===== config.mk =====
export PLATFORM = sky130hd
export DESIGN_NAME = out_port_tx
export DESIGN_NICKNAME = d
export VERILOG_FILES = /design/src/rtl/cpu_io_pkg.sv /design/src/rtl/io_sync_ff.sv /design/src/rtl/out_port_tx.sv
export SDC_FILE = /design/constraint.sdc
export NUM_CORES = 1
export LEC_CHECK = 0
export BUFFER_PORTS_ARGS = -buffer_cell sky130_fd_sc_hd__buf_2
export CORE_MARGIN = 2
export CORE_UTILIZATION = 57
export CTS_CLUSTER_SIZE = 16
export DETAILED_ROUTE_END_ITERATION = 8
export PLACE_DENSITY = 0.78
export SETUP_SLACK_MARGIN = 0.2
export SLEW_MARGIN = 5
export SYNTH_ARGS = -nofsm -noshare
export SYNTH_HDL_FRONTEND = slang
export SYNTH_SLANG_ARGS = --single-unit

===== constraint.sdc =====
create_clock -name clk -period 2.8 [get_ports clk]
set_input_delay 0.14 -clock clk [delete_from_list [all_inputs] [get_ports clk]]
set_output_delay 0.14 -clock clk [all_outputs]
set_load 0.05 [all_outputs]

===== src/rtl/cpu_io_pkg.sv =====
// rtl/cpu_io_pkg.sv - shared constants and FSM encoding for the CPU I/O port blocks
package cpu_io_pkg;

  localparam int CPU_DATA_W      = 32;
  localparam int DEF_DEPTH       = 4;
  localparam int DEF_SYNC_STAGES = 2;

  localparam logic [1:0] ST_IDLE     = 2'b00;
  localparam logic [1:0] ST_REQ      = 2'b01;
  localparam logic [1:0] ST_WAIT_LOW = 2'b10;

  // Advance a FIFO pointer; DEPTH is a power of two so the natural wrap is modulo DEPTH.
  function automatic int unsigned ptr_next(input int unsigned ptr, input int unsigned depth);
    return (ptr + 1) % depth;
  endfunction

endpackage


===== src/rtl/io_sync_ff.sv =====
// rtl/io_sync_ff.sv - multi-stage synchronizer for a single asynchronous control bit
module io_sync_ff #(
  parameter int STAGES = 2
) (
  input  logic clk,
  input  logic clr,
  input  logic d,
  output logic q
);

  logic [STAGES-1:0] sr;

  always_ff @(posedge clk) begin
    if (!clr) begin
      sr <= '0;
    end else begin
      sr <= {sr[STAGES-2:0], d};
    end
  end

  assign q = sr[STAGES-1];

endmodule


===== src/rtl/out_port_tx.sv =====
// rtl/out_port_tx.sv - output port: FIFO-buffered words sent over a 4-phase req/ack handshake
// Optional same-edge bypass of an empty FIFO: OUT_PORT_TX_BYPASS_EN
module out_port_tx
  import cpu_io_pkg::*;
#(
  parameter int DEPTH       = DEF_DEPTH,
  parameter int DATA_W      = CPU_DATA_W,
  parameter int SYNC_STAGES = DEF_SYNC_STAGES
) (
  input  logic                       clk,
  input  logic                       clr,
  input  logic [DATA_W-1:0]          BusMuxOut,
  input  logic                       OutPortIn,
  input  logic                       ovf_clr,
  output logic [DATA_W-1:0]          out_data,
  output logic                       out_req,
  input  logic                       out_ack,
  output logic                       out_full,
  output logic                       out_empty,
  output logic                       out_overflow,
  output logic [$clog2(DEPTH):0]     out_count
);

  localparam int PW = $clog2(DEPTH);
  localparam int CW = PW + 1;

  logic [DATA_W-1:0] mem [DEPTH];
  logic [PW-1:0]     wr_ptr;
  logic [PW-1:0]     rd_ptr;
  logic [CW-1:0]     count;
  logic [1:0]        state;
  logic              ack_s;
  logic              pop;
  logic              bypass;
  logic              wr_en;

  io_sync_ff #(
    .STAGES(SYNC_STAGES)
  ) u_ack_sync (
    .clk(clk),
    .clr(clr),
    .d  (out_ack),
    .q  (ack_s)
  );

  assign out_count = count;
  assign out_full  = (count == CW'(DEPTH));
  assign out_empty = (count == '0);

  // The head leaves the FIFO as soon as it is loaded into out_data, freeing its slot.
  assign pop = (state == ST_IDLE) && (count != '0);

`ifdef OUT_PORT_TX_BYPASS_EN
  assign bypass = (state == ST_IDLE) && (count == '0) && OutPortIn;
`else
  assign bypass = 1'b0;
`endif

  assign wr_en = OutPortIn && !out_full && !bypass;

  always_ff @(posedge clk) begin
    if (wr_en) begin
      mem[wr_ptr] <= BusMuxOut;
    end
  end

  always_ff @(posedge clk) begin
    if (!clr) begin
      wr_ptr <= '0;
      rd_ptr <= '0;
      count  <= '0;
    end else begin
      if (wr_en) begin
        wr_ptr <= PW'(ptr_next(32'(wr_ptr), DEPTH));
      end
      if (pop) begin
        rd_ptr <= PW'(ptr_next(32'(rd_ptr), DEPTH));
      end
      case ({wr_en, pop})
        2'b10:   count <= count + CW'(1);
        2'b01:   count <= count - CW'(1);
        default: count <= count;
      endcase
    end
  end

  // A dropped capture sets the flag even when a clear arrives on the same edge.
  always_ff @(posedge clk) begin
    if (!clr) begin
      out_overflow <= 1'b0;
    end else if (OutPortIn && out_full) begin
      out_overflow <= 1'b1;
    end else if (ovf_clr) begin
      out_overflow <= 1'b0;
    end
  end

  always_ff @(posedge clk) begin
    if (!clr) begin
      state    <= ST_IDLE;
      out_req  <= 1'b0;
      out_data <= '0;
    end else begin
      case (state)
        ST_IDLE: begin
          if (pop) begin
            out_data <= mem[rd_ptr];
            out_req  <= 1'b1;
            state    <= ST_REQ;
          end else if (bypass) begin
            out_data <= BusMuxOut;
            out_req  <= 1'b1;
            state    <= ST_REQ;
          end
        end
        ST_REQ: begin
          if (ack_s) begin
            out_req <= 1'b0;
            state   <= ST_WAIT_LOW;
          end
        end
        ST_WAIT_LOW: begin
          if (!ack_s) begin
            state <= ST_IDLE;
          end
        end
        default: begin
          out_req <= 1'b0;
          state   <= ST_IDLE;
        end
      endcase
    end
  end

endmodule


# == After elaboration in Yosys (flattened, before gate mapping) ==
# Memories as Yosys holds them, arrays and structs flattened. A register that Yosys moved wholly into a read port is not among the register bits.
# Index checks and enable logic that the tools add are counted.
# totals
n_memories,1
regBits,13
output_inout_bits,39
mem_bits_rw,128
in_bits,37
word_cells,46
# memory_table
memory,depth,word_bits,rd,rd_clocked_by_memory_dff,write_ports,line,source
mem,4,32,1,1,1,out_port_tx.sv:27,logic [DATA_W-1:0] mem [DEPTH];
# classes
eq_ne,8
mux,12
add_sub_neg,4
bitwise,1
n_reduce_logical,13
# ops
op,count
2-to-1 mux 1 bit,6
2-to-1 mux 2 bit,3
case mux 2 bit (3 select lines),1
case mux 3 bit (2 select lines),1
AND reduction 3 bit,2
adder 2 x 1 -> 2 bit (second input constant),2
== test 2 x 1 -> 1 bit (second input constant),2
== test 2 bit (second input constant),2
inequality test 2 bit (second input constant),2
nonzero test 2 bit,2
adder 3 x 1 -> 3 bit (second input constant),1
== test 3 bit (second input constant),1
logical AND 1 bit,3
logical NOT 3 bit,1
case mux 1 bit (3 select lines),1
nonzero test 3 bit,1
subtractor 3 x 1 -> 3 bit (second input constant),1
logical NOT 1 bit,2
logical NOT 2 bit,1
inequality test 2 x 1 -> 1 bit (second input constant),1
AND reduction 2 bit,1
inverter 1 bit,1

# == Longest topological paths before layout ==
# depth
ltp_word,5
ltp_mapped,11
mapped_depth_nobuf,10

# == Modules after synthesis ==
# From an unflattened synthesis, not the netlist that was laid out.
# hier_totals
hier_cells,314
hier_area_um2,6336.1
# by_module_without_submodules
module,area_each_um2,seq_area_each_um2,instances,cells_each
out_port_tx,6283.5,4704.5,1,310
io_sync_ff,52.6,40.0,1,4

# == Worst setup path after synthesis ==
# No wires, ideal clock.
# synth_timing
kind,reg2reg
start,register count[2] (netlist: out_count[2])
end,register count[2] (netlist: out_count[2])
t_required_ns,2.730
slack_ns,0.039
n_path_buf,1
stages_incl_launch_ff,12
period_less_slack_ns,2.761
setup_ns,0.070
arrival_time_ns,2.691
cell_sequence,dfxtp_1 > or3b_1 > buf_2 > inv_2 > nor2_1 > inv_1 > ha_1 > inv_1 > fa_1 > xor2_1 > or3_1 > a21oi_1
# synth_via
elab_chain_len,5
elab_cells_between_ends,11
classes_between,add/sub: 2; eq/ne: 3; mux: 1; reduce/logical: 5
# synth_lines
item,line,source
"start, declared",out_port_tx.sv:30,logic [CW-1:0] count;
"start signal, assigned",out_port_tx.sv:80,2'b10: count <= count + CW'(1);
"start signal, assigned",out_port_tx.sv:81,2'b01: count <= count - CW'(1);
"start signal, assigned",out_port_tx.sv:82,default: count <= count;
== test 3 bit *,out_port_tx.sv:47,assign out_full = (count == CW'(DEPTH));
via out_full,out_port_tx.sv:18,"output logic out_full,"
logical NOT 1 bit *,out_port_tx.sv:59,assign wr_en = OutPortIn && !out_full && !bypass;
logical AND 1 bit *,out_port_tx.sv:59,
== test 2 x 1 -> 1 bit or == test 2 bit (tied branches),out_port_tx.sv:79,"case ({wr_en, pop})"
case mux 3 bit (2 select lines) or nonzero test 2 bit (tied branches),n/a,
# The timed path passes the listed nets; every way through them passes the cells marked *.
# A chain may end at the register's enable or synchronous reset.

# == Worst setup path in the final report ==
# layout_timing
start,register count[0] (netlist: out_count[0])
end,register count[2] (netlist: out_count[2])
# layout_via
elab_chain_len,5
elab_cells_between_ends,11
classes_between,add/sub: 2; eq/ne: 3; mux: 1; reduce/logical: 5
# layout_lines
item,line
== test 3 bit,out_port_tx.sv:47
logical NOT 1 bit,out_port_tx.sv:59
logical AND 1 bit,out_port_tx.sv:59
== test 2 x 1 -> 1 bit or == test 2 bit (tied branches),out_port_tx.sv:79
case mux 3 bit (2 select lines) or nonzero test 2 bit (tied branches),n/a
# Several ways; a longest one is shown, not always the timed one.

==> run summary <==
Of the total synthesized cell area, the portion taken by full adders, half adders and majority gates is 0.0131. The proportion of synthesized area in mux cells is 0.118. The accumulated negative setup slack is 0 ps. The initial utilization of the core area, before any placement, comes to 0.584. The chip width is 109 um. The share of the synthesized area in compound gates (AO/OA/AOI/OAI) came out at 0.0592. The mean area per synthesized cell is 20.0 um2.

The core region is 10800 um2. The post-cts gate resize count is 0. The part of the cycle the worst path needs came out at 0.836. The total of warnings raised by yosys is 0. Counting instances, the worst hold path has a depth of 2. The flow ran to the end, and the final reports show no timing, DRC or antenna violations. Timing analysis after detailed placement gives a worst setup slack of 484 ps.

Once routing completed, OpenROAD measured the worst setup slack at 460 ps. The global-route wire length before repair came out at 18300 um. The number of max-slew violations in the final report was 0. The total half-perimeter wirelength after legalization and detailed placement is 6270 um. The cell area after technology mapping came out at 6300 um2.

The number of nets with antenna violations after detailed routing came out at 0. The clock-pin slew of the registers on the worst-case setup and hold paths is 70 ps. The largest net degree at the start of global routing came out at 35. The count of final hold-check violations came to 0.

The routed length per placed instance came out at 19.8 um. The last weighted congestion value of the routability-driven placer is 0.685. The end-of-flow core utilization is 0.720. For this design the ratio of total power to cell area is 1080 nW/um2. In the synthesized netlist, the cells that appear most often are 128 x edfxtp_1, 45 x dfxtp_1, 32 x a22o_1, 28 x mux4_2, 8 x inv_1. The combinational family with the most area after synthesis is multiplexers.

The largest area contributor in the netlist is edfxtp_1. Synthesis produced a netlist whose cell count is 315. The via count of the first global-routing pass was 3406. The headroom to the max-slew limit is 0.393. The min-delay analysis places its worst path in the category input port to flop. For the worst setup path, the data required time is 3260 ps. Including well taps, the total number of placed cells is 515.

The height of the die is 109 um. The mean number of vias per cell came out at 5.61. The path depth of the worst reg2reg path came out at 10. The overall global routing resource usage is 0.217. The later-pin clock latency in the skew report came out at 530 ps. The number of enable-type register cells in the synthesized netlist is 128.

The post-synthesis cell type count is 36. The critical path goes through or3b_1, inv_2, nor2_1, inv_1, ha_1, inv_1, fa_1, xor2_1, or3_1, a21oi_1. The net count after synthesis is 358. The critical path is of the flop to flop type. The clock sink count came out at 173.

The hold buffer count at CTS came out at 38. The final number of setup-violating endpoints came out at 0. The area share of the largest cell type after synthesis is 0.610. Setup repair after global routing left no endpoint under its margin.

The sequential-to-total area share from yosys stat is 0.753. The share of flip-flops with an asynchronous set or reset is 0. Timing would allow up to 427 MHz. The count of vias placed by the detailed router came out at 3282. The largest single stage delay on the critical path is 470 ps. The final antenna diode count came out at 0. The smallest hold slack is 350 ps. The area enclosed by the die boundary is 11900 um2.

In the post-synthesis netlist, the cell with the most instances is edfxtp_1. The worst-case vdd ir drop is 0.626 mV. Summed over all layers, the global routing overflow is 0. Summed over all layers, the routed wires come to 11600 um.

The number of inserted filler cells in the final layout came out at 616. TritonCTS built the clock tree. The CTS root buffer is clkbuf_8. The number of port buffers came out at 75.

In this run the number of H-tree levels came out at 4. The post-CTS repair timing setup buffer count came out at 0. The final critical path time including I/O delays and setup came out at 2340 ps. Across the routed clock network, the largest skew measured is 10.6 ps.

Buffers inserted during clock tree synthesis total 17. The initial antenna violation count is 0. The number of placement rows is 38.

The largest individual stage delay along the critical path comes from the cell or3b_1. The slew at the pin closest to its max-slew limit came out at 911 ps. The worst setup path is captured at a flop.

The fraction of the mapped netlist area in simple logic gates came out at 0.0274. The count of non-filler cells in the finished layout is 585. The number of design rule violations left after detail routing came out at 0. The longest clock path from root to sink contains 2 buffers. Among the stages of the critical path, the cell type that occurs most often is inv_1. The leading register cell type out of synthesis is edfxtp_1.

The number of flip-flops and latches in the synthesized netlist came out at 173. The iteration-0 DRC count of the detailed router came out at 221. Before antenna repair, the detailed router went through 4 iterations. In the post-synthesis netlist, the biggest area contributors are edfxtp_1 61%, dfxtp_1 14%, mux4_2 10%. Data on the critical path arrives at its endpoint at 2800 ps.

The net total in the final layout came out at 475. The number of top-level pins came out at 76. The fraction of final layout cells sized beyond drive strength 1 is 0.333. The worst setup path is launched from a flop. The synthesis-to-layout area growth came out at 23.2%.

The maximum fanout encountered on the critical timing path is 7. The max-capacitance violation count came out at 0. Of the total synthesized cell area, the portion taken by XOR and XNOR cells is 0.00417. The leakage dissipation is 2.85 nW.
[worst max-delay path, delay by kind of cell, from the launching register on]
| kind | cells | cell delay (ps) |
|---|---|---|
| compound gates | 1 | 170 |
| xor+xnor | 1 | 150 |
| fa+ha+maj | 2 | 540 |
| buf+inv | 3 | 220 |
| flops | 1 | 350 |
| simple gates | 3 | 820 |
[through the flow]
stage	total power, mW	cell area (um2)
CTS	8.42	7770
finish	8.36	7770
detailed placement	5.92	6770
global placement	5.85	6770
global route	8.71	7770
floorplan	5.40	6310
[cells in the final DEF, fill, tap and decap left out, types with 3 or more instances in the layout]
master	count
dfxtp_2	5
clkbuf_16	16
o21ai_0	3
nor2_1	6
ha_1	5
dfxtp_1	40
edfxtp_1	128
bufinv_16	5
mux4_2	28
mux4_1	4
a21oi_1	6
dlygate4sd3_1	38
and3_2	4
buf_4	3
a22o_1	32
inv_1	8
clkbuf_1	4
xor2_1	3
buf_2	75
[power by group]
part,internal [mW],total (mW),switching [mW]
clock,1.54,2.46,0.924
sequential,3.18,3.50,0.323
combinational,0.871,2.40,1.53
total,5.59,8.36,2.78
[worst paths after layout]
kind / start / endpoint / slack [ps]
setup / recovery: out_count[0]$_SDFFE_PN0P_ / out_count[2]$_SDFFE_PN0P_ / 460
hold / removal: BusMuxOut[16] / mem[3][16]$_DFFE_PP_ / 350
setup reg to reg: out_count[0]$_SDFFE_PN0P_ / out_count[2]$_SDFFE_PN0P_ / 460
hold reg to reg: u_ack_sync.sr[0]$_SDFF_PN0_ / u_ack_sync.sr[1]$_SDFF_PN0_ / 450
[logic make-up after synthesis]
| group | after synthesis |
|---|---|
| adders and majority gates | 6 |
| xor gates and xnor gates | 3 |
| AOI/OAI and AO/OA | 46 |
| muxes | 33 |
| buffers and inverters | 28 |
| and+or+nand+nor | 26 |
| DFF | 173 |
[routing by layer]
metal  track usage  vias to the layer above  share of wire
met5             0                        -              0
met4        0.0842                        0          0.016
met3        0.0610                       14          0.045
met2         0.357                       80           0.52
met1         0.277                     1681           0.42
li1              -                     1507              -
[flip-flops by register name (all words and copies together), names as in the netlist]
register / count
state: 2
rd_ptr: 2
out_data: 32
u_ack_sync.sr: 2
out_overflow: 1
out_count: 3
wr_ptr: 2
mem: 128
out_req: 1
[final cells by class]
class,count,area [um2],share of cell area
clock inverter,11,191,0.0246
inverter,10,37.5,0.00483
timing repair buffer,116,778,0.100
sequential,173,4750,0.612
multi-input combinational,114,1410,0.181
tap,140,175,0.0226
clock buffer,21,429,0.0553
No activity file was read; power rests on OpenSTA's default activity.
